`src/rtl/uart_pkg.sv`:
```
// uart_pkg: state encoding, default bit period and idle line level shared by the UART transmitter and receiver.
package uart_pkg;

    typedef enum logic [2:0] {
        IDLE,
        FETCH,
        WAIT,
        START,
        DATA,
        PARITY,
        STOP
    } state_t;

    localparam int CLKS_PER_BIT_DEF = 434;
    localparam logic LINE_IDLE = 1'b1;

endpackage

```
`src/rtl/fifo_uart_tx_if.sv`:
```
// fifo_uart_tx_if: fifo read port plus serial line and busy flag of the FIFO-draining UART transmitter.
interface fifo_uart_tx_if #(
    parameter int DATA_BITS = 9
);

    logic [DATA_BITS-1:0] fifo_dout;
    logic                 fifo_empty;
    logic                 fifo_rd;
    logic                 tx;
    logic                 busy;

    modport master (
        input  fifo_dout,
        input  fifo_empty,
        output fifo_rd,
        output tx,
        output busy
    );

    modport slave (
        output fifo_dout,
        output fifo_empty,
        input  fifo_rd,
        input  tx,
        input  busy
    );

endinterface

```
`src/rtl/fifo_uart_tx_baud_tick.sv`:
```
// baud_tick: bit-period counter with synchronous clear; tick is high on the last clock of each period.
module baud_tick #(
    parameter int CLKS_PER_BIT = 434
) (
    input  logic clk,
    input  logic rst,
    input  logic clr,
    output logic tick
);

    localparam int W = $clog2(CLKS_PER_BIT);

    logic [W-1:0] cnt;

    assign tick = cnt == W'(CLKS_PER_BIT - 1);

    // Counts 0..CLKS_PER_BIT-1 and reloads on the tick; held at zero while cleared.
    always_ff @(posedge clk)
        if (rst || clr) cnt <= '0;
        else cnt <= tick ? '0 : cnt + 1'b1;

endmodule

```
`src/rtl/fifo_uart_tx.sv`:
```
// fifo_uart_tx: pops items from a fifo and sends each LSB first as a start/data/stop frame; define UART_TX_PARITY_EN to add an even parity bit.
module fifo_uart_tx
    import uart_pkg::*;
#(
    parameter int DATA_BITS    = 9,
    parameter int CLKS_PER_BIT = CLKS_PER_BIT_DEF
) (
    input logic            clk,
    input logic            rst,
    fifo_uart_tx_if.master bus
);

    localparam int BW = $clog2(DATA_BITS + 1);

    state_t               state, state_next;
    logic                 line, line_next;
    logic                 strobe, strobe_next;
    logic                 active, active_next;
    logic [DATA_BITS-1:0] shift, shift_next;
    logic [BW-1:0]        bit_cnt, bit_next;
    logic                 tick, clr;
`ifdef UART_TX_PARITY_EN
    logic                 parity, parity_next;
`endif

    assign clr         = state inside {IDLE, FETCH, WAIT};
    assign bus.tx      = line;
    assign bus.fifo_rd = strobe;
    assign bus.busy    = active;

    baud_tick #(.CLKS_PER_BIT(CLKS_PER_BIT)) u_baud (
        .clk  (clk),
        .rst  (rst),
        .clr  (clr),
        .tick (tick)
    );

    // State, shift register and registered outputs; reset drops any captured item.
    always_ff @(posedge clk) begin
        if (rst) begin
            state   <= IDLE;
            line    <= LINE_IDLE;
            strobe  <= 1'b0;
            active  <= 1'b0;
            shift   <= '0;
            bit_cnt <= '0;
`ifdef UART_TX_PARITY_EN
            parity  <= 1'b0;
`endif
        end else begin
            state   <= state_next;
            line    <= line_next;
            strobe  <= strobe_next;
            active  <= active_next;
            shift   <= shift_next;
            bit_cnt <= bit_next;
`ifdef UART_TX_PARITY_EN
            parity  <= parity_next;
`endif
        end
    end

    // Next state and next output values; outputs are registered from these so they align with the state.
    always_comb begin
        state_next  = state;
        line_next   = line;
        strobe_next = 1'b0;
        active_next = active;
        shift_next  = shift;
        bit_next    = bit_cnt;
`ifdef UART_TX_PARITY_EN
        parity_next = parity;
`endif
        case (state)
            IDLE: begin
                line_next = LINE_IDLE;
                if (!bus.fifo_empty) begin
                    state_next  = FETCH;
                    strobe_next = 1'b1;
                    active_next = 1'b1;
                end
            end
            FETCH: state_next = WAIT;
            WAIT: begin
                state_next = START;
                shift_next = bus.fifo_dout;
                line_next  = 1'b0;
`ifdef UART_TX_PARITY_EN
                parity_next = ^bus.fifo_dout;
`endif
            end
            START: if (tick) begin
                state_next = DATA;
                bit_next   = '0;
                line_next  = shift[0];
            end
            DATA: if (tick) begin
                if (bit_cnt == BW'(DATA_BITS - 1)) begin
`ifdef UART_TX_PARITY_EN
                    state_next = PARITY;
                    line_next  = parity;
`else
                    state_next = STOP;
                    line_next  = LINE_IDLE;
`endif
                end else begin
                    bit_next   = bit_cnt + 1'b1;
                    shift_next = shift >> 1;
                    line_next  = shift[1];
                end
            end
`ifdef UART_TX_PARITY_EN
            PARITY: if (tick) begin
                state_next = STOP;
                line_next  = LINE_IDLE;
            end
`endif
            STOP: if (tick) begin
                if (!bus.fifo_empty) begin
                    state_next  = FETCH;
                    strobe_next = 1'b1;
                end else begin
                    state_next  = IDLE;
                    active_next = 1'b0;
                end
            end
            default: state_next = IDLE;
        endcase
    end

endmodule

```
`src/flat_wrapper.sv`:
```
// flat-port wrapper written by rule: the top's interface ports become plain ports
module fifo_uart_tx_flat import uart_pkg::*;
#(
    parameter int DATA_BITS    = 9,
    parameter int CLKS_PER_BIT = CLKS_PER_BIT_DEF
)
  (clk, rst, bus_fifo_dout, bus_fifo_empty, bus_fifo_rd, bus_tx, bus_busy);
  fifo_uart_tx_if #(.DATA_BITS(DATA_BITS)) bus_i ();
  input logic clk;
  input logic rst;
  input wire logic [$bits(bus_i.fifo_dout)-1:0] bus_fifo_dout;
  input wire logic [$bits(bus_i.fifo_empty)-1:0] bus_fifo_empty;
  output wire logic [$bits(bus_i.fifo_rd)-1:0] bus_fifo_rd;
  output wire logic [$bits(bus_i.tx)-1:0] bus_tx;
  output wire logic [$bits(bus_i.busy)-1:0] bus_busy;
  assign bus_i.fifo_dout = bus_fifo_dout;
  assign bus_i.fifo_empty = bus_fifo_empty;
  assign bus_fifo_rd = bus_i.fifo_rd;
  assign bus_tx = bus_i.tx;
  assign bus_busy = bus_i.busy;
  fifo_uart_tx #(.DATA_BITS(DATA_BITS), .CLKS_PER_BIT(CLKS_PER_BIT)) u_core (.clk(clk), .rst(rst), .bus(bus_i));
endmodule
```
`config.mk`:
```
export PLATFORM = sky130hd
export DESIGN_NAME = fifo_uart_tx_flat
export DESIGN_NICKNAME = d
export VERILOG_FILES = /design/src/rtl/uart_pkg.sv /design/src/rtl/fifo_uart_tx_if.sv /design/src/rtl/fifo_uart_tx_baud_tick.sv /design/src/rtl/fifo_uart_tx.sv /design/src/flat_wrapper.sv
export SDC_FILE = /design/constraint.sdc
export NUM_CORES = 1
export LEC_CHECK = 0
export CAP_MARGIN = 25
export CORE_ASPECT_RATIO = 1.5
export CORE_MARGIN = 2
export CORE_UTILIZATION = 59
export DETAILED_ROUTE_END_ITERATION = 12
export PLACE_DENSITY_LB_ADDON = 0.08
export REMOVE_ABC_BUFFERS = 1
export SLEW_MARGIN = 10
export SYNTH_ARGS = -nofsm -noshare
export SYNTH_HDL_FRONTEND = slang
export SYNTH_SLANG_ARGS = --single-unit
export TNS_END_PERCENT = 30
```
`constraint.sdc`:
```
create_clock -name clk -period 3.6 [get_ports clk]
set_input_delay 0.72 -clock clk [delete_from_list [all_inputs] [get_ports clk]]
set_output_delay 0.72 -clock clk [all_outputs]
set_load 0.02 [all_outputs]
```
==> flow_results.org <==
** Critical path
- Across all register-to-register paths, the minimum setup slack is 1560 ps.
- Crit path required time :: 3840 ps
- In this run the critical register-to-register path is launched from u_core.bit_cnt[0].
- End of the worst register-to-register path :: u_core.shift[8]
- Slowest-stage cell, CP :: sky130_fd_sc_hd__a41o_1
- The largest single stage delay on the critical path is 670 ps.
- Crit-path max FO :: 17
- For the worst setup path, the data arrival time is 2280 ps.
- The number of cells on the worst reg-to-reg path is 6.
- The worst setup path is captured at a flip-flop.
- By startpoint and endpoint, the worst setup path is classified as flip-flop to flip-flop.
- STA classifies the critical path startpoint as a flip-flop.
- Chain of cells forming the critical path :: inv_1, ha_1, nand3b_1, a41o_1, mux2i_1, nor2_1

** Floorplan
- Total die area :: 0.002890 mm²
- Io pins :: 15
- For this configuration, the core starts out at a cell density of 0.6082.
- Floorplan die width :: 44.57 µm
- Area of the core region :: 0.002395 mm²
- Height of the die :: 64.85 µm
- The floorplan has 22 rows.

** Timing
- Adding up every negative setup slack in the final design gives 0 ps.
- Final setup slack of the worst path :: 1560 ps
- Minimum period implied by the final worst setup slack :: 2040 ps
- The number of hold violations in the final report came to 0.
- Clock skew on the completed layout was measured at 6.223 ps.
- For this run, the top clock speed supported by timing is 490.2 MHz.
- The number of pins with negative max-slew slack in the final report is 0.
- Setup repair after global routing missed its margin :: no
- Max-slew headroom :: 0.5456
- Worst-margin pin slew :: 681.5 ps
- Hold timing on the final database bottoms out at a slack of 494.5 ps.
- Setup violations remaining at the end of the flow were counted as 0.
- In the finished design, the share of the clock period the worst path needs comes to 0.5667.

** Final layout
- Number of inserted diodes :: 0
- # nets final :: 189
- Counting the fill cells in the layout gives 208.
- Relative to the synthesized area, the layout overhead comes to 11.94%.
- Post-layout util :: 0.6808
- Proportion of layout cells with a drive suffix above 1 :: 0.09884
- After routing the design area is 0.001630 mm².

** Synthesis
- Of the synthesized area, sequential elements account for 0.3849.
- Mux cell area share after synthesis :: 0.06873
- During synthesis, Yosys emitted a total of 0 warnings.
- Post-synth EDFFs :: 0
- Synth Area in XOR/XNOR :: 0.04210
- Total standard cell area after synthesis :: 0.001456 mm²
- For this run, the leading register cell type out of synthesis is sky130_fd_sc_hd__dfxtp_1.
- Distinct cells, synth :: 45
- Main combinational cell family by area after synthesis :: simple AND/OR/NAND/NOR gates
- Register bit count reported by yosys :: 28
- Area share of and/or/nand/nor cells after synthesis :: 0.2457
- Of the total synthesized cell area, the portion taken by full adders, half adders and majority gates is 0.04124.
- The compound-gate portion of the synthesized area is 0.1692.
- A synthesized cell averages 9.046 µm².
- Counting every instance in the synthesized netlist gives 161.
- Of all flip-flops after synthesis, the portion carrying an async set or reset was 0.

** CTS
- Clock-pin slew was measured on the worst setup and hold paths at 150 ps.
- The later pin in the worst-skew pair is clocked with a latency of 340 ps.
- Number of buffers added by the clock tree synthesis step :: 3
- Post-CTS repair changed the size of 0 cells.
- The clock passes through at most 2 buffers.
- Number of levels the H-tree was split into :: 1
- Buffers added to address setup during post-CTS repair amount to 0.
- Master cell of the clock root buffer :: sky130_fd_sc_hd__clkbuf_4
- Buffers inserted to repair hold after CTS numbered 0.
- Total number of clock tree sinks :: 28
- TritonCTS built the clock tree.

** Min path
- The min-delay analysis places its worst path in the category flip-flop to flip-flop.
- Launch instance of the worst min-delay path :: u_core.u_baud.cnt[0]
- Hold EP :: u_core.u_baud.cnt[0]
- Counting instances, the worst hold path has a depth of 1.

** Global route
- The via count of the first global-routing pass is 1190.
- The initial antenna violation count is 0.
- Grt ovf :: 0
- Maximum number of pins on one net before global-route repair :: 22
- Across every metal layer, demand over resource in global routing totals 0.2104.
- The first global-routing pass estimated 4698 µm of wire.

** Placed design
- HPWL reported at the end of detailed placement :: 2029 µm
- Placement Setup Slack :: 1485 ps
- Summing all placed instances gives a cell area of 0.001594 mm².
- Buffers placed on the I/O ports in this run total 14.
- Last weighted congestion value of the routability-driven placer :: 0.8312

** Power
- Power Dens Cells :: 351.4 mW/mm²
- The share of total power dissipated in the clock network is 0.268.
- LEAKAGE :: 0.5121 nW
- Part of the total power dissipated in sequential elements :: 0.594
- Across the VDD grid, the largest voltage drop is 0.0003103 V.
- Internal portion of total power :: 0.0004284 W
- Switch Pwr :: 0.0001446 W
- Of the total power, the share spent switching nets is 0.2524.
- Comb pwr share :: 0.138

** Drt
- Detailed-route DRC error count :: 0
- The pre-antenna-repair detailed-routing pass consisted of 4 iterations.
- Using the TritonRoute via totals, the vias-per-cell ratio works out to 5.974.
- Number of nets with antenna violations after routing :: 0
- In the final routed layout, each cell accounts on average for 13.86 µm.
- Starting DRC count in detailed routing :: 18
- DR vias :: 1171
- For this block, the routed nets add up to 2716 µm of wire.

** Run status
- The run finished with clean final reports.

** Run
- Number of max-cap violations :: 0
-- power groups by stage --
stage	logic (W)	registers, W	clock network, W
6_report	0.0000789	0.000340	0.000154
5_1_grt	0.0000877	0.000343	0.000167
4_1_cts	0.0000800	0.000340	0.000155
3_5_place_dp	0.0000795	0.000347	0
3_3_place_gp	0.0000772	0.000347	0
2_1_floorplan	0.0000464	0.000347	0
-- cells in the mapped netlist, types with 2 or more instances --
master	instances	area, µm²
sky130_fd_sc_hd__a211oi_2	8	100.1
sky130_fd_sc_hd__a21oi_1	10	50.05
sky130_fd_sc_hd__buf_2	2	10.01
sky130_fd_sc_hd__clkbuf_1	5	18.77
sky130_fd_sc_hd__dfxtp_1	28	560.5
sky130_fd_sc_hd__ha_1	4	50.05
sky130_fd_sc_hd__inv_1	6	22.52
sky130_fd_sc_hd__mux2i_1	10	100.1
sky130_fd_sc_hd__nand2_1	5	18.77
sky130_fd_sc_hd__nand2b_1	3	18.77
sky130_fd_sc_hd__nand3_1	5	25.02
sky130_fd_sc_hd__nand4_1	3	18.77
sky130_fd_sc_hd__nor2_1	27	101.4
sky130_fd_sc_hd__nor2b_1	4	25.02
sky130_fd_sc_hd__nor3_1	2	10.01
sky130_fd_sc_hd__o21ai_0	2	10.01
sky130_fd_sc_hd__o21ai_1	2	10.01
sky130_fd_sc_hd__or3_1	2	12.51
sky130_fd_sc_hd__or4_1	2	15.01
sky130_fd_sc_hd__xnor2_1	6	52.55
-- layout by cell type, fill, tap and decap left out, types with 3 or more instances in the layout --
| cell | synthesis | layout |
|---|---|---|
| sky130_fd_sc_hd__a211oi_2 | 8 | 8 |
| sky130_fd_sc_hd__a21oi_1 | 10 | 10 |
| sky130_fd_sc_hd__clkbuf_4 | 0 | 3 |
| sky130_fd_sc_hd__clkdlybuf4s50_1 | 0 | 14 |
| sky130_fd_sc_hd__dfxtp_1 | 28 | 28 |
| sky130_fd_sc_hd__ha_1 | 4 | 4 |
| sky130_fd_sc_hd__inv_1 | 6 | 6 |
| sky130_fd_sc_hd__mux2i_1 | 10 | 10 |
| sky130_fd_sc_hd__nand2_1 | 5 | 5 |
| sky130_fd_sc_hd__nand2b_1 | 3 | 3 |
| sky130_fd_sc_hd__nand3_1 | 5 | 5 |
| sky130_fd_sc_hd__nand4_1 | 3 | 3 |
| sky130_fd_sc_hd__nor2_1 | 27 | 27 |
| sky130_fd_sc_hd__nor2b_1 | 4 | 4 |
| sky130_fd_sc_hd__xnor2_1 | 6 | 6 |
-- sequential cells by signal, indices dropped and copies added (netlist names) --
signal and flops:
u_core.shift 9, u_core.u_baud.cnt 9, u_core.bit_cnt 4, u_core.state 3, u_core.bus.busy 1, u_core.bus.fifo_rd 1, u_core.bus.tx 1
-- area by class of cell --
type                       instances  area [µm²]  share of cell area
clock buffer                       4       36.28             0.02226
inverter                           6       22.52             0.01381
multi-input combinational        118       825.8              0.5065
sequential                        28       560.5              0.3438
tap                               24       30.03             0.01842
timing repair buffer              16       155.1             0.09517
-- per-layer routing --
| layer | global-route usage | routed length (µm) |
|---|---|---|
| met3 | 0.02228 | 72 |
| met2 | 0.3949 | 1482 |
| met5 | 0 | 0 |
| met1 | 0.2114 | 1103 |
| met4 | 0.1136 | 57 |
-- per-stage QoR --
| stage | power [W] | std cells |
|---|---|---|
| global placement | 0.0004239 | 192 |
| global route | 0.0005973 | 196 |
| detailed placement | 0.0004269 | 192 |
| floorplan | 0.0003937 | 152 |
| finish | 0.0005730 | 196 |
| CTS | 0.0005759 | 196 |
-- critical path, delay by kind of cell, from the launching register on --
kind | cells | cell delay [ps]
fa+ha+maj | 1 | 190
compound gates | 1 | 670
flops | 1 | 450
buf+inv | 1 | 70
mux | 1 | 270
simple gates | 2 | 290
-- how the worst max path moves through the flow --
| stage | slack, ps | to | cells after the start | from |
|---|---|---|---|---|
| 2_1_floorplan | 1450 | u_core.shift[8] | 4 | u_core.state[2] |
| 3_3_place_gp | 1530 | u_core.u_baud.cnt[6] | 4 | rst |
| 3_5_place_dp | 1490 | u_core.u_baud.cnt[3] | 4 | rst |
| 4_1_cts | 1550 | u_core.shift[8] | 6 | u_core.bit_cnt[0] |
| 5_1_grt | 1410 | u_core.shift[2] | 6 | u_core.bit_cnt[0] |
| 6_report | 1560 | u_core.shift[8] | 6 | u_core.bit_cnt[0] |
-- logic make-up (layout without fill, tap and decap cells) --
group / after synthesis / after routing
AND/OR/NAND/NOR: 65 / 65
AO/OA/AOI/OAI: 31 / 31
buffers and inverters: 15 / 26
adder cells (fa/ha/maj): 5 / 5
multiplexers: 10 / 10
flip-flops: 28 / 28
XOR/XNOR: 7 / 7
Power figures use the tool's default switching activity.
